### config.mk
export PLATFORM = sky130hd
export DESIGN_NAME = operand_fetch_flat
export DESIGN_NICKNAME = d
export VERILOG_FILES = /design/src/rtl/alu_pkg.sv /design/src/rtl/operand_fetch_if.sv /design/src/rtl/operand_fetch_regfile.sv /design/src/rtl/operand_fetch.sv /design/src/flat_wrapper.sv
export SDC_FILE = /design/constraint.sdc
export NUM_CORES = 1
export LEC_CHECK = 0
export BUFFER_PORTS_ARGS = -buffer_cell sky130_fd_sc_hd__buf_2
export CAP_MARGIN = 20
export CORE_ASPECT_RATIO = 0.9
export CORE_MARGIN = 10
export CORE_UTILIZATION = 45
export CTS_CLUSTER_DIAMETER = 200
export DETAILED_ROUTE_END_ITERATION = 6
export PLACE_DENSITY = 0.67
export REMOVE_ABC_BUFFERS = 1
export SYNTH_ARGS = -nofsm -noshare
export SYNTH_HDL_FRONTEND = slang
export SYNTH_SLANG_ARGS = --single-unit
### constraint.sdc
create_clock -name clk -period 3.5 [get_ports clk]
set_clock_uncertainty 0.2 [all_clocks]
set_input_delay 0.35 -clock clk [delete_from_list [all_inputs] [get_ports clk]]
set_output_delay 0.35 -clock clk [all_outputs]
set_load 0.01 [all_outputs]
### src/rtl/alu_pkg.sv
// Shared ALU-pipeline definitions: widths, instruction field layout, opcodes and payload structs.
package alu_pkg;

  localparam int unsigned NREGS   = 8;
  localparam int unsigned DATA_W  = 32;
  localparam int unsigned IMM_W   = 16;
  localparam int unsigned REG_W   = 3;
  localparam int unsigned OP_W    = 3;
  localparam int unsigned INSTR_W = 32;

  localparam int unsigned OP_MSB      = 31;
  localparam int unsigned OP_LSB      = 29;
  localparam int unsigned USE_IMM_BIT = 28;
  localparam int unsigned RD_MSB      = 27;
  localparam int unsigned RD_LSB      = 25;
  localparam int unsigned RS1_MSB     = 24;
  localparam int unsigned RS1_LSB     = 22;
  localparam int unsigned RS2_MSB     = 21;
  localparam int unsigned RS2_LSB     = 19;
  localparam int unsigned IMM_MSB     = 15;
  localparam int unsigned IMM_LSB     = 0;
  localparam int unsigned RSVD_W      = RS2_LSB - IMM_MSB - 1;

  typedef enum logic [OP_W-1:0] {
    ALU_ADD  = 3'd0,
    ALU_AND  = 3'd1,
    ALU_NAND = 3'd2,
    ALU_OR   = 3'd3,
    ALU_XOR  = 3'd4,
    ALU_SLT  = 3'd5
  } alu_op_e;

  // Lowest opcode that raises illegal_op.
  localparam logic [OP_W-1:0] ALU_ILLEGAL_MIN = 3'd6;

  typedef struct packed {
    logic [OP_W-1:0]   aluop;
    logic              use_imm;
    logic [REG_W-1:0]  rd;
    logic [REG_W-1:0]  rs1;
    logic [REG_W-1:0]  rs2;
    logic [RSVD_W-1:0] rsvd;
    logic [IMM_W-1:0]  imm;
  } instr_t;

  typedef struct packed {
    logic [DATA_W-1:0] a;
    logic [DATA_W-1:0] b;
    logic [OP_W-1:0]   aluop;
    logic [REG_W-1:0]  rd;
  } fetch_out_t;

  function automatic logic [DATA_W-1:0] sext_imm(input logic [IMM_W-1:0] imm);
    return {{(DATA_W - IMM_W){imm[IMM_W-1]}}, imm};
  endfunction

endpackage

### src/rtl/operand_fetch_if.sv
// Operand-fetch stage bus: instruction handshake in, operand handshake out, writeback return path.
interface operand_fetch_if;
  import alu_pkg::*;

  logic                 in_valid;
  logic                 in_ready;
  logic [INSTR_W-1:0]   instr;
  logic                 out_valid;
  logic                 out_ready;
  logic [DATA_W-1:0]    a;
  logic [DATA_W-1:0]    b;
  logic [OP_W-1:0]      aluop;
  logic [REG_W-1:0]     rd;
  logic                 wb_en;
  logic [REG_W-1:0]     wb_addr;
  logic [DATA_W-1:0]    wb_data;
  logic                 illegal_op;

  modport master (
    output in_valid, instr, out_ready, wb_en, wb_addr, wb_data,
    input  in_ready, out_valid, a, b, aluop, rd, illegal_op
  );

  modport slave (
    input  in_valid, instr, out_ready, wb_en, wb_addr, wb_data,
    output in_ready, out_valid, a, b, aluop, rd, illegal_op
  );

endinterface

### src/rtl/operand_fetch_regfile.sv
// 8x32 register file, two async read ports with write-first bypass, one sync write port, r0 reads zero.
module regfile_2r1w
  import alu_pkg::*;
(
  input  logic              clk,
  input  logic              rst_n,
  input  logic [REG_W-1:0]  i_raddr_a,
  input  logic [REG_W-1:0]  i_raddr_b,
  output logic [DATA_W-1:0] o_rdata_a_c,
  output logic [DATA_W-1:0] o_rdata_b_c,
  input  logic              i_we,
  input  logic [REG_W-1:0]  i_waddr,
  input  logic [DATA_W-1:0] i_wdata
);

  logic [DATA_W-1:0] r_mem [NREGS];
  logic              w_wr;

  assign w_wr = i_we && (i_waddr != '0);

  always_ff @(posedge clk or negedge rst_n) begin
    if (!rst_n) begin
      for (int i = 0; i < int'(NREGS); i++) r_mem[i] <= '0;
    end else if (w_wr) begin
      r_mem[i_waddr] <= i_wdata;
    end
  end

  // Same-cycle writeback is forwarded so an instruction waiting on it can issue immediately.
  always_comb begin
    o_rdata_a_c = r_mem[i_raddr_a];
    o_rdata_b_c = r_mem[i_raddr_b];
    if (i_raddr_a == '0)                     o_rdata_a_c = '0;
    else if (w_wr && (i_waddr == i_raddr_a)) o_rdata_a_c = i_wdata;
    if (i_raddr_b == '0)                     o_rdata_b_c = '0;
    else if (w_wr && (i_waddr == i_raddr_b)) o_rdata_b_c = i_wdata;
  end

endmodule

### src/rtl/operand_fetch.sv
// ALU operand-fetch stage: pending-write scoreboard, hazard stall, operand read and output register.
module operand_fetch
  import alu_pkg::*;
(
  input  logic            clk,
  input  logic            rst_n,
  operand_fetch_if.slave  io_bus
);

  instr_t            w_instr;
  logic [DATA_W-1:0] w_rs1_data;
  logic [DATA_W-1:0] w_rs2_data;
  logic [NREGS-1:0]  r_pending;
  logic [NREGS-1:0]  w_pending_nxt;
  logic [NREGS-1:0]  w_pend;
  logic              w_hz;
  logic              w_in_ready_c;
  logic              w_accept;
  logic              w_wb_live;
  fetch_out_t        w_out_nxt;
  fetch_out_t        r_out;
  logic              r_out_valid;
  logic              r_illegal;
  logic              w_unused_rsvd;

  assign w_instr       = instr_t'(io_bus.instr);
  assign w_unused_rsvd = ^w_instr.rsvd;
  assign w_wb_live     = io_bus.wb_en && (io_bus.wb_addr != '0);

  regfile_2r1w u_regfile (
    .clk         (clk),
    .rst_n       (rst_n),
    .i_raddr_a   (w_instr.rs1),
    .i_raddr_b   (w_instr.rs2),
    .o_rdata_a_c (w_rs1_data),
    .o_rdata_b_c (w_rs2_data),
    .i_we        (io_bus.wb_en),
    .i_waddr     (io_bus.wb_addr),
    .i_wdata     (io_bus.wb_data)
  );

  // A register stops being pending in the very cycle its writeback arrives.
  always_comb begin
    w_pend = '0;
    for (int i = 1; i < int'(NREGS); i++) begin
      w_pend[i] = r_pending[i] && !(io_bus.wb_en && (io_bus.wb_addr == REG_W'(i)));
    end
  end

  assign w_hz = w_pend[w_instr.rs1] | (!w_instr.use_imm & w_pend[w_instr.rs2]) | w_pend[w_instr.rd];
  assign w_in_ready_c = !w_hz && (!r_out_valid || io_bus.out_ready);
  assign w_accept     = io_bus.in_valid && w_in_ready_c;

  always_comb begin
    w_out_nxt.a     = w_rs1_data;
    w_out_nxt.b     = w_instr.use_imm ? sext_imm(w_instr.imm) : w_rs2_data;
    w_out_nxt.aluop = w_instr.aluop;
    w_out_nxt.rd    = w_instr.rd;
  end

  // Clear on writeback first so a new writer of the same register wins.
  always_comb begin
    w_pending_nxt = r_pending;
    if (w_wb_live) w_pending_nxt[io_bus.wb_addr] = 1'b0;
    if (w_accept && (w_instr.rd != '0)) w_pending_nxt[w_instr.rd] = 1'b1;
  end

  always_ff @(posedge clk or negedge rst_n) begin
    if (!rst_n) begin
      r_pending   <= '0;
      r_out       <= '0;
      r_out_valid <= 1'b0;
      r_illegal   <= 1'b0;
    end else begin
      r_pending <= w_pending_nxt;
      if (w_accept) begin
        r_out       <= w_out_nxt;
        r_out_valid <= 1'b1;
        if (w_instr.aluop >= ALU_ILLEGAL_MIN) r_illegal <= 1'b1;
      end else if (io_bus.out_ready) begin
        r_out_valid <= 1'b0;
      end
    end
  end

  assign io_bus.in_ready   = w_in_ready_c;
  assign io_bus.out_valid  = r_out_valid;
  assign io_bus.a          = r_out.a;
  assign io_bus.b          = r_out.b;
  assign io_bus.aluop      = r_out.aluop;
  assign io_bus.rd         = r_out.rd;
  assign io_bus.illegal_op = r_illegal;

endmodule
### src/flat_wrapper.sv
// flat-port wrapper written by rule: the top's interface ports become plain ports
module operand_fetch_flat import alu_pkg::*;
  (clk, rst_n, io_bus_in_valid, io_bus_instr, io_bus_out_ready, io_bus_wb_en, io_bus_wb_addr, io_bus_wb_data, io_bus_in_ready, io_bus_out_valid, io_bus_a, io_bus_b, io_bus_aluop, io_bus_rd, io_bus_illegal_op);
  operand_fetch_if io_bus_i ();
  input  logic clk;
  input  logic rst_n;
  input wire logic [$bits(io_bus_i.in_valid)-1:0] io_bus_in_valid;
  input wire logic [$bits(io_bus_i.instr)-1:0] io_bus_instr;
  input wire logic [$bits(io_bus_i.out_ready)-1:0] io_bus_out_ready;
  input wire logic [$bits(io_bus_i.wb_en)-1:0] io_bus_wb_en;
  input wire logic [$bits(io_bus_i.wb_addr)-1:0] io_bus_wb_addr;
  input wire logic [$bits(io_bus_i.wb_data)-1:0] io_bus_wb_data;
  output wire logic [$bits(io_bus_i.in_ready)-1:0] io_bus_in_ready;
  output wire logic [$bits(io_bus_i.out_valid)-1:0] io_bus_out_valid;
  output wire logic [$bits(io_bus_i.a)-1:0] io_bus_a;
  output wire logic [$bits(io_bus_i.b)-1:0] io_bus_b;
  output wire logic [$bits(io_bus_i.aluop)-1:0] io_bus_aluop;
  output wire logic [$bits(io_bus_i.rd)-1:0] io_bus_rd;
  output wire logic [$bits(io_bus_i.illegal_op)-1:0] io_bus_illegal_op;
  assign io_bus_i.in_valid = io_bus_in_valid;
  assign io_bus_i.instr = io_bus_instr;
  assign io_bus_i.out_ready = io_bus_out_ready;
  assign io_bus_i.wb_en = io_bus_wb_en;
  assign io_bus_i.wb_addr = io_bus_wb_addr;
  assign io_bus_i.wb_data = io_bus_wb_data;
  assign io_bus_in_ready = io_bus_i.in_ready;
  assign io_bus_out_valid = io_bus_i.out_valid;
  assign io_bus_a = io_bus_i.a;
  assign io_bus_b = io_bus_i.b;
  assign io_bus_aluop = io_bus_i.aluop;
  assign io_bus_rd = io_bus_i.rd;
  assign io_bus_illegal_op = io_bus_i.illegal_op;
  operand_fetch u_core (.clk(clk), .rst_n(rst_n), .io_bus(io_bus_i));
endmodule
==> run_results.csv, run 1 <==
group,metric,value,unit
outcome,status,"finished, final reports clean",
placement,portBuffers,141,
cts,clkTransAtPathRegs,0.06,ns
critical_path,worstPathArrival,2.82,ns
cts,h-tree-depth,2,
cts,clkSinkCount,303,
critical_path,worstSetupPathType,"input pin to primary output",
logic_synthesis,synth_area_per_cell,10.1,um2
route,avgRoutedWirePerCell,23.1,um
logic_synthesis,synth_seq_cells,303,
cells_and_area,layout_common_cells,"dfrtp_1 (303), nand2_1 (269), mux2_2 (242)",
logic_synthesis,yosys_warnings,0,
die,core,35000,um2
die,die_w,218,um
sta,clock.fmax,297,MHz
grt,grt_start_max_net_pins,100,
cts,post_cts_resized,0,
grt,grt_use_total,22.5,%
route,drt-total-wl,50200,um
power_and_ir_drop,leakage,8.46,nW
grt,grt-ovfl-total,0,
critical_path,crit_path_end_kind,"primary output",
logic_synthesis,synth.area.top_cells,"dfrtp_1 (48%), mux2_2 (17%), nand2_1 (6.4%), o22ai_1 (6.0%), a21oi_1 (3.9%)",
sta,rsz0062_at_grt,"false",
route,vias,13263,
critical_path,cp.required,2.95,ns
cells_and_area,fin_util,53.2,%
sta,fin_crit_sh,96.3,%
cts,cts_buffer_depth,3,
cells_and_area,syn_to_final_growth,17.2,%
cells_and_area,final_common_cell,"dfrtp_1",
route,ant_nets,0,
die,die_h,198,um
critical_path,critPathLaunchType,"input pin",
logic_synthesis,synth_seq_area_share,47.8,%
cells_and_area,fill_cells,3109,
logic_synthesis,synth_ff_type,"dfrtp_1",
cells_and_area,finish.instance_area,18600,um2
sta,hold_violations,0,
sta,relSlewSlack,32.3,%
logic_synthesis,ys_types,51,
critical_path,crit_fanout,8,
logic_synthesis,synth_cells,1568,
sta,worst_pin_slew,1.01,ns
route,vias_per_cell,6.10,
cells_and_area,drive_gt1_share,30.1,%
sta,setup_viol,0,
worst_hold_path,hold_path_class,"input pin to flip-flop",
die,dieArea,43200,um2
placement,dp_hpwl,30900,um
sta,setup_ws,0.128,ns
cts,cts_tree,"built",
placement,postPlaceCellArea,17100,um2
power_and_ir_drop,p_per_area,642,nW/um2
logic_synthesis,synth-edff-count,0,
grt,grt_pass1_wl,77300,um
route,drt_iter0_markers,1455,
die,io-pin-count,145,
logic_synthesis,async_flop_share,100,%
die,row_count,65,
flow_run,maxCapViolations,0,
logic_synthesis,synth_top_area_share,47.8,%
placement,dp_slack,0.354,ns
die,start_util,45.4,%
cts,clock_latency,0.52,ns
sta,period_needed,3.37,ns
power_and_ir_drop,ir_drop,0.000381,V
logic_synthesis,netlist_area,15900,um2
logic_synthesis,yosys.area.top_type,"dfrtp_1",
grt,antenna_found_initial,5,
cells_and_area,nNetsFinal,1746,
cts,cts_made_buffers,34,
route,dr.pass1.iters,7,
route,drc_errors,0,
placement,gp_congestion,0.847,
cts,root_buffer,"clkbuf_16",
sta,drv_slew,0,
grt,grt_pass1_vias,13286,
-- per-layer routing --
| layer | GRT usage (%) | vias up | part of all wire, % |
|---|---|---|---|
| met4 | 7.48 | 0 | 2.5 |
| li1 | - | 5906 | - |
| met1 | 29.3 | 6657 | 42 |
| met3 | 5.31 | 88 | 9.1 |
| met5 | 0 | - | 0 |
| met2 | 36.2 | 612 | 47 |
-- layout make-up --
type	count	area [um2]	area share [%]
Sequential cell	303	7580	40.8
Multi-Input combinational cell	1054	7480	40.2
Timing Repair Buffer	242	1670	8.96
Clock buffer	55	1070	5.77
Tap cell	469	587	3.15
Inverter	39	146	0.787
Clock inverter	6	55.1	0.296
Antenna cell	5	12.5	0.0672
-- Yosys cell counts (15+ instances only) --
| cell type | number |
|---|---|
| dfrtp_1 | 303 |
| nand2_1 | 269 |
| mux2_2 | 242 |
| o22ai_1 | 152 |
| a21oi_1 | 124 |
| clkbuf_1 | 100 |
| o21ai_0 | 50 |
| a211o_1 | 40 |
| inv_1 | 38 |
| mux2i_1 | 33 |
| clkbuf_2 | 29 |
| buf_1 | 22 |
| o31ai_1 | 18 |
| a222oi_1 | 15 |
| buf_2 | 15 |
-- flip-flops by register name (all words and copies together) (netlist names) --
name and count:
u_core.r_pending 7, u_core.io_bus.a 32, u_core.io_bus.illegal_op 1, u_core.io_bus.out_valid 1, u_core.io_bus.aluop 3, u_core.io_bus.b 32, u_core.u_regfile.r_mem 224, u_core.io_bus.rd 3
-- critical path: stages --
cell,delay [ns]
dlygate4sd3_1,0.53
buf_2,0.18
nor3b_1,0.15
o211ai_1,0.21
nand4_1,0.09
or4_1,0.63
or3_1,0.47
inv_1,0.07
buf_2,0.12
-- power by group --
group | total (mW) | internal [mW] | switching (mW)
Clock | 3.61 | 2.17 | 1.44
Combinational | 3.27 | 1.61 | 1.66
Sequential | 5.07 | 4.47 | 0.595
Total | 12.0 | 8.26 | 3.70
-- cells by family (layout without fill, tap and decap cells) --
logic type / Yosys count / after routing / synth area share, %
buf+inv: 211 / 342 / 5.55
mux: 278 / 278 / 19.5
compound gates: 444 / 444 / 18.1
other cells: 0 / 5 / 0
xor+xnor: 4 / 4 / 0.221
simple gates: 328 / 328 / 8.94
flops: 303 / 303 / 47.8
-- through the flow --
step	hold slack [ns]	cells	power, mW	TNS [ns]
2_1_floorplan	-0.146	1396	7.02	-145.53
3_3_place_gp	0.247	2066	8.23	0
3_5_place_dp	0.256	2066	8.36	0
4_1_cts	0.00124	2168	12.0	0
5_1_grt	0.0186	2171	12.6	0
6_report	0.00622	2173	12.0	0
-- worst paths after layout --
kind	cells after the start	start	endpoint	slack [ns]
max	9	io_bus_instr[25]	io_bus_in_ready	0.13
min reg2reg	1	u_core.io_bus.illegal_op	u_core.io_bus.illegal_op	0.28
max in group asynchronous	3	rst_n	u_core.io_bus.a[31]	1.91
max reg2reg	7	u_core.r_pending[6]	u_core.r_pending[1]	0.92
min in group asynchronous	2	rst_n	u_core.u_regfile.r_mem[96]	0.26
min	3	io_bus_instr[3]	u_core.io_bus.b[3]	0.006
-- what timing repair did --
| action | in CTS | in global routing |
|---|---|---|
| buffers inserted | 0 | 0 |
| hold buffers | 41 | 0 |
| hold endpoints to repair | 211 | 0 |
Power figures use the tool's default switching activity.
==> inputs of run 2 (changes only) <==
HOLD_SLACK_MARGIN = 0.06   (was not set)
RECOVER_POWER = 25   (was not set)
==> run_results.csv, run 2 (synthesis gave the netlist of run 1 again) <==
group,metric,value,unit
die,io-pin-count,145,
sta,setup_ws,0.114,ns
grt,grt_pass1_vias,13360,
cts,clkTransAtPathRegs,0.06,ns
cts,clkSinkCount,303,
grt,gr-max-usage-layer,"met2",
cells_and_area,layout_common_cells,"dfrtp_1 (303), nand2_1 (269), mux2_2 (242)",
sta,fin_crit_sh,96.8,%
grt,globalRouteMet2Util,36.4,%
cts,cts_tree,"built",
sta,clock.fmax,295,MHz
placement,portBuffers,141,
die,row_count,65,
power_and_ir_drop,leakage,8.43,nW
route,avgRoutedWirePerCell,23.1,um
critical_path,cp.required,3.75,ns
sta,drv_slew,151,
critical_path,crit_end,"u_core.r_pending[3]",
sta,setup_tns,0,ns
cts,root_buffer,"clkbuf_16",
placement,dp_hpwl,30900,um
route,ant_nets,0,
power_and_ir_drop,ir_drop,0.000381,V
worst_hold_path,min_from,"io_bus_instr[6]",
grt,grt_use_total,22.6,%
critical_path,worstPathArrival,3.64,ns
route,drt-total-wl,50400,um
critical_path,startpoint,"io_bus_instr[25]",
sta,relSlewSlack,-73.9,%
cells_and_area,nNetsFinal,1760,
flow_run,maxCapViolations,4,
sta,period_needed,3.39,ns
cells_and_area,largest_reg_flops,224,
sta,rsz0062_at_grt,"false",
power_and_ir_drop,switching_share,31.0,%
power_and_ir_drop,p_seq_share,42.4,%
cts,cts_made_buffers,34,
cells_and_area,fill_cells,3105,
power_and_ir_drop,pwr-share-comb,27.4,%
die,die_h,198,um
route,drt_iter0_markers,1441,
outcome,violations,"DRC, capacitance limit, slew limit",
route,drc_errors,2,
critical_path,r2r_cells,8,
cts,h-tree-depth,2,
sta,worst_pin_slew,2.61,ns
cells_and_area,final_common_cell,"dfrtp_1",
placement,dp_slack,0.354,ns
cts,clock_latency,0.52,ns
cells_and_area,seq_area,7580,um2
power_and_ir_drop,clockPowerShare,30.2,%
sta,setup_viol,0,
critical_path,critPathLaunchType,"input pin",
route,vias,13259,
placement,postPlaceCellArea,17100,um2
die,dieArea,43200,um2
critical_path,reg2reg_slack,0.41,ns
critical_path,worstSetupPathType,"input pin to flip-flop",
cells_and_area,fin_cells,2186,
placement,gp_congestion,0.847,
power_and_ir_drop,p_switching,3.71,mW
critical_path,r2r_start,"u_core.r_pending[6]",
grt,grt_util_met1,29.4,%
cells_and_area,top_register,"u_core.u_regfile.r_mem",
cells_and_area,multi_input_area,7440,um2
route,vias_per_cell,6.07,
die,start_util,45.4,%
power_and_ir_drop,p_per_area,641,nW/um2
grt,use_met3,5.29,%
critical_path,regToRegEndpoint,"u_core.r_pending[3]",
die,core,35000,um2
cts,cts_buffer_depth,3,
grt,grt_pass1_wl,77700,um
sta,hold_violations,0,
cells_and_area,syn_to_final_growth,17.5,%
critical_path,crit_fanout,8,
die,die_w,218,um
placement,placed_cells_incl_taps,2066,
worst_hold_path,hold_path_class,"input pin to flip-flop",
cells_and_area,drive_gt1_share,28.7,%
grt,grt_start_max_net_pins,100,
critical_path,crit_path_end_kind,"flip-flop",
power_and_ir_drop,internal-power,8.25,mW
cts,post-cts-setup-buffers,0,
cells_and_area,finish.instance_area,18700,um2
route,dr.pass1.iters,7,
grt,antenna_found_initial,5,
grt,grt-ovfl-total,0,
outcome,status,"finished with violations",
## run 2: power groups by stage
stage | logic (mW) | registers, mW | clock network [mW]
floorplan | 1.83 | 5.19 | 0
global placement | 3.17 | 5.05 | 0
detailed placement | 3.25 | 5.11 | 0
CTS | 3.32 | 5.06 | 3.67
global route | 3.59 | 5.20 | 3.82
finish | 3.27 | 5.07 | 3.62
## run 2: cell type report
class	count	share of cell area, %
clock inverter	6	0.295
inverter	39	0.784
antenna	4	0.0536
tap	469	3.14
timing repair buffer	256	9.47
multi-input combinational	1054	39.9
clock buffer	55	5.75
sequential	303	40.6
## run 2: layer usage
layer / part of all wire [%] / wire length [um]
met1: 42 / 21100
met2: 47 / 23700
met3: 8.6 / 4360
met4: 2.5 / 1240
met5: 0 / 0
## run 2: worst min-delay path by stage
stage / endpoint / slack, ns / cells after the start
after floorplan: u_core.io_bus.a[0] / -0.15 / 0
after global placement: u_core.io_bus.b[0] / 0.25 / 1
after detailed placement: u_core.io_bus.b[0] / 0.26 / 1
after CTS: u_core.io_bus.b[6] / 0.11 / 3
after global routing: u_core.io_bus.b[6] / 0.13 / 3
final: u_core.io_bus.b[6] / 0.1 / 3
## run 2: worst max-delay path, stage by stage
cell	delay, ns
dlygate4sd3_1	0.53
buf_2	0.18
nor3b_1	0.15
o211ai_1	0.22
nand4_1	0.11
or4_4	0.58
or3_1	0.45
buf_4	0.20
o41ai_2	0.27
dlygate4sd3_1	0.59
## run 2: per-stage QoR
stage / hold slack, ns / power [mW] / utilization [%]
global placement: 0.247 / 8.23 / 48.8
floorplan: -0.146 / 7.02 / -
detailed placement: 0.256 / 8.36 / 48.8
finish: 0.0975 / 12.0 / 53.4
global route: 0.126 / 12.6 / 53.4
CTS: 0.106 / 12.1 / 53.6
## run 2: repair_timing
| item | CTS | global route |
|---|---|---|
| endpoints found under the hold margin | 344 | 0 |
| setup endpoints to repair | 0 | 1 |
| resized for setup | 0 | 1 |
| hold buffers | 55 | 0 |
==> inputs of run 3 (changes only) <==
RECOVER_POWER = not set   (was 25)
SETUP_SLACK_MARGIN = 0.15   (was not set)
==> run_results.csv, run 3 (synthesis gave the netlist of run 1 again) <==
group,metric,value,unit
critical_path,crit_fanout,7,
cells_and_area,drive_gt1_share,29.9,%
die,row_count,65,
route,drt-total-wl,50500,um
worst_hold_path,min_from,"io_bus_instr[6]",
critical_path,cp.required,3.76,ns
placement,placed_cells_incl_taps,2066,
sta,clock.fmax,311,MHz
placement,portBuffers,141,
power_and_ir_drop,p_per_area,639,nW/um2
cts,cts_made_buffers,34,
cts,root_buffer,"clkbuf_16",
worst_hold_path,whs_endpoint,"u_core.io_bus.b[6]",
cts,cts_buffer_depth,3,
sta,period_needed,3.21,ns
die,dieArea,43200,um2
cells_and_area,nNetsFinal,1761,
critical_path,regToRegEndpoint,"u_core.r_pending[3]",
route,ant_nets,0,
power_and_ir_drop,clockPowerShare,30.2,%
cells_and_area,layout_common_cells,"dfrtp_1 (303), nand2_1 (269), mux2_2 (242)",
critical_path,crit_path_end_kind,"flip-flop",
outcome,status,"finished with violations",
cells_and_area,syn_to_final_growth,18.1,%
grt,grt-ovfl-total,0,
placement,dp_hpwl,30900,um
critical_path,r2r_start,"u_core.r_pending[6]",
die,die_h,198,um
route,avgRoutedWirePerCell,23.1,um
sta,setup_ws,0.285,ns
cts,h-tree-depth,2,
cells_and_area,fin_util,53.6,%
critical_path,critPathLaunchType,"input pin",
power_and_ir_drop,pwr-share-comb,27.5,%
grt,grt_pass1_wl,77700,um
power_and_ir_drop,internal-power,8.28,mW
critical_path,reg2reg_slack,0.42,ns
worst_hold_path,hold_path_class,"input pin to flip-flop",
die,io-pin-count,145,
sta,drv_slew,0,
sta,rsz0062_at_grt,"false",
placement,postPlaceCellArea,17100,um2
grt,grt_start_max_net_pins,100,
sta,setup_viol,0,
sta,worst_pin_slew,1.00,ns
sta,fin_crit_sh,91.9,%
grt,grt_use_total,22.6,%
cells_and_area,finish.instance_area,18800,um2
worst_hold_path,hold_path_depth,3,
grt,antenna_found_initial,5,
critical_path,worstSetupPathType,"input pin to flip-flop",
critical_path,r2r_cells,8,
die,core,35000,um2
power_and_ir_drop,leakage,8.52,nW
cells_and_area,largest_reg_flops,224,
cts,cts_tree,"built",
die,die_w,218,um
cells_and_area,final_common_cell,"dfrtp_1",
placement,dp_slack,0.354,ns
power_and_ir_drop,p_switching,3.71,mW
route,vias_per_cell,6.07,
cells_and_area,fin_cells,2188,
outcome,violations,"DRC",
sta,relSlewSlack,33.0,%
power_and_ir_drop,switching_share,31.0,%
die,start_util,45.4,%
route,vias,13277,
route,drc_errors,12,
grt,grt_pass1_vias,13360,
cts,clock_latency,0.52,ns
flow_run,maxCapViolations,0,
sta,hold_violations,0,
cells_and_area,top_register,"u_core.u_regfile.r_mem",
route,dr.pass1.iters,7,
route,drt_iter0_markers,1354,
cts,clkSinkCount,303,
cts,clkTransAtPathRegs,0.06,ns
sta,setup_tns,0,ns
placement,gp_congestion,0.847,
power_and_ir_drop,p_seq_share,42.3,%
power_and_ir_drop,ir_drop,0.000383,V
critical_path,worstPathArrival,3.47,ns
-- run 3: changes by cell type in the layout (fill, tap and decap cells not counted), moves of 2 or more --
cell      previous run  this run
buf_2              125       139
nor4bb_4             0         2
nand4b_1             3         1
clkbuf_2             3         0
clkbuf_1            26        10
buf_4               50        54
nand4b_2             0         2
-- run 3: area by class of cell --
class	instances	area, um2
Sequential cell	303	7580
Antenna cell	5	12.5
Multi-Input combinational cell	1054	7490
Inverter	39	146
Tap cell	469	587
Fill cell	3098	16200
Clock inverter	6	55.1
Timing Repair Buffer	257	1820
Clock buffer	55	1070
-- run 3: worst max path at each step --
stage                            startpoint                  end  slack (ns)  depth (start not counted)
after floorplan           io_bus_wb_addr[2]   u_core.io_bus.a[0]       -2.52                          6
after global placement    io_bus_wb_addr[0]      io_bus_in_ready        0.39                          9
after detailed placement  io_bus_wb_addr[0]  u_core.r_pending[1]        0.35                          9
after CTS                  io_bus_instr[25]      io_bus_in_ready        0.27                          9
after global routing       io_bus_instr[25]  u_core.r_pending[3]        0.20                         10
final                      io_bus_instr[25]  u_core.r_pending[3]        0.29                         10
-- run 3: metal layers --
layer  global-route usage, %  part of all wire, %  vias to the layer above
li1                        -                    -                     5935
met1                    29.5                   42                     6661
met2                    36.4                   47                      591
met3                    5.29                  8.5                       90
met4                    7.48                  2.5                        0
met5                       0                    0                        -
-- run 3: critical path, stage by stage --
cell and delay [ns]:
buf_2 0.15, dlygate4sd3_1 0.64, inv_1 0.10, nand2_1 0.12, a21oi_1 0.05, or4_4 0.55, or3_1 0.45, buf_4 0.19
o41ai_2 0.27, dlygate4sd3_1 0.59
-- run 3: repair_timing --
action                     in CTS  in global routing
setup buffers                   0                  0
gates resized for setup         0                  1
hold buffers                   56                  0
setup endpoints to repair       0                  1
hold endpoints to repair      344                  0
-- run 3: per-stage QoR --
| step | total power [mW] | hold slack [ns] |
|---|---|---|
| detailed placement | 8.36 | 0.256 |
| finish | 12.0 | 0.0958 |
| CTS | 12.1 | 0.0815 |
| global placement | 8.23 | 0.247 |
| global route | 12.6 | 0.122 |
| floorplan | 7.02 | -0.146 |
-- run 3: power groups by stage --
stage	combinational, mW	sequential [mW]	clock, mW
global placement	3.17	5.05	0
finish	3.30	5.07	3.62
global route	3.61	5.19	3.82
floorplan	1.83	5.19	0
detailed placement	3.25	5.11	0
CTS	3.32	5.06	3.67
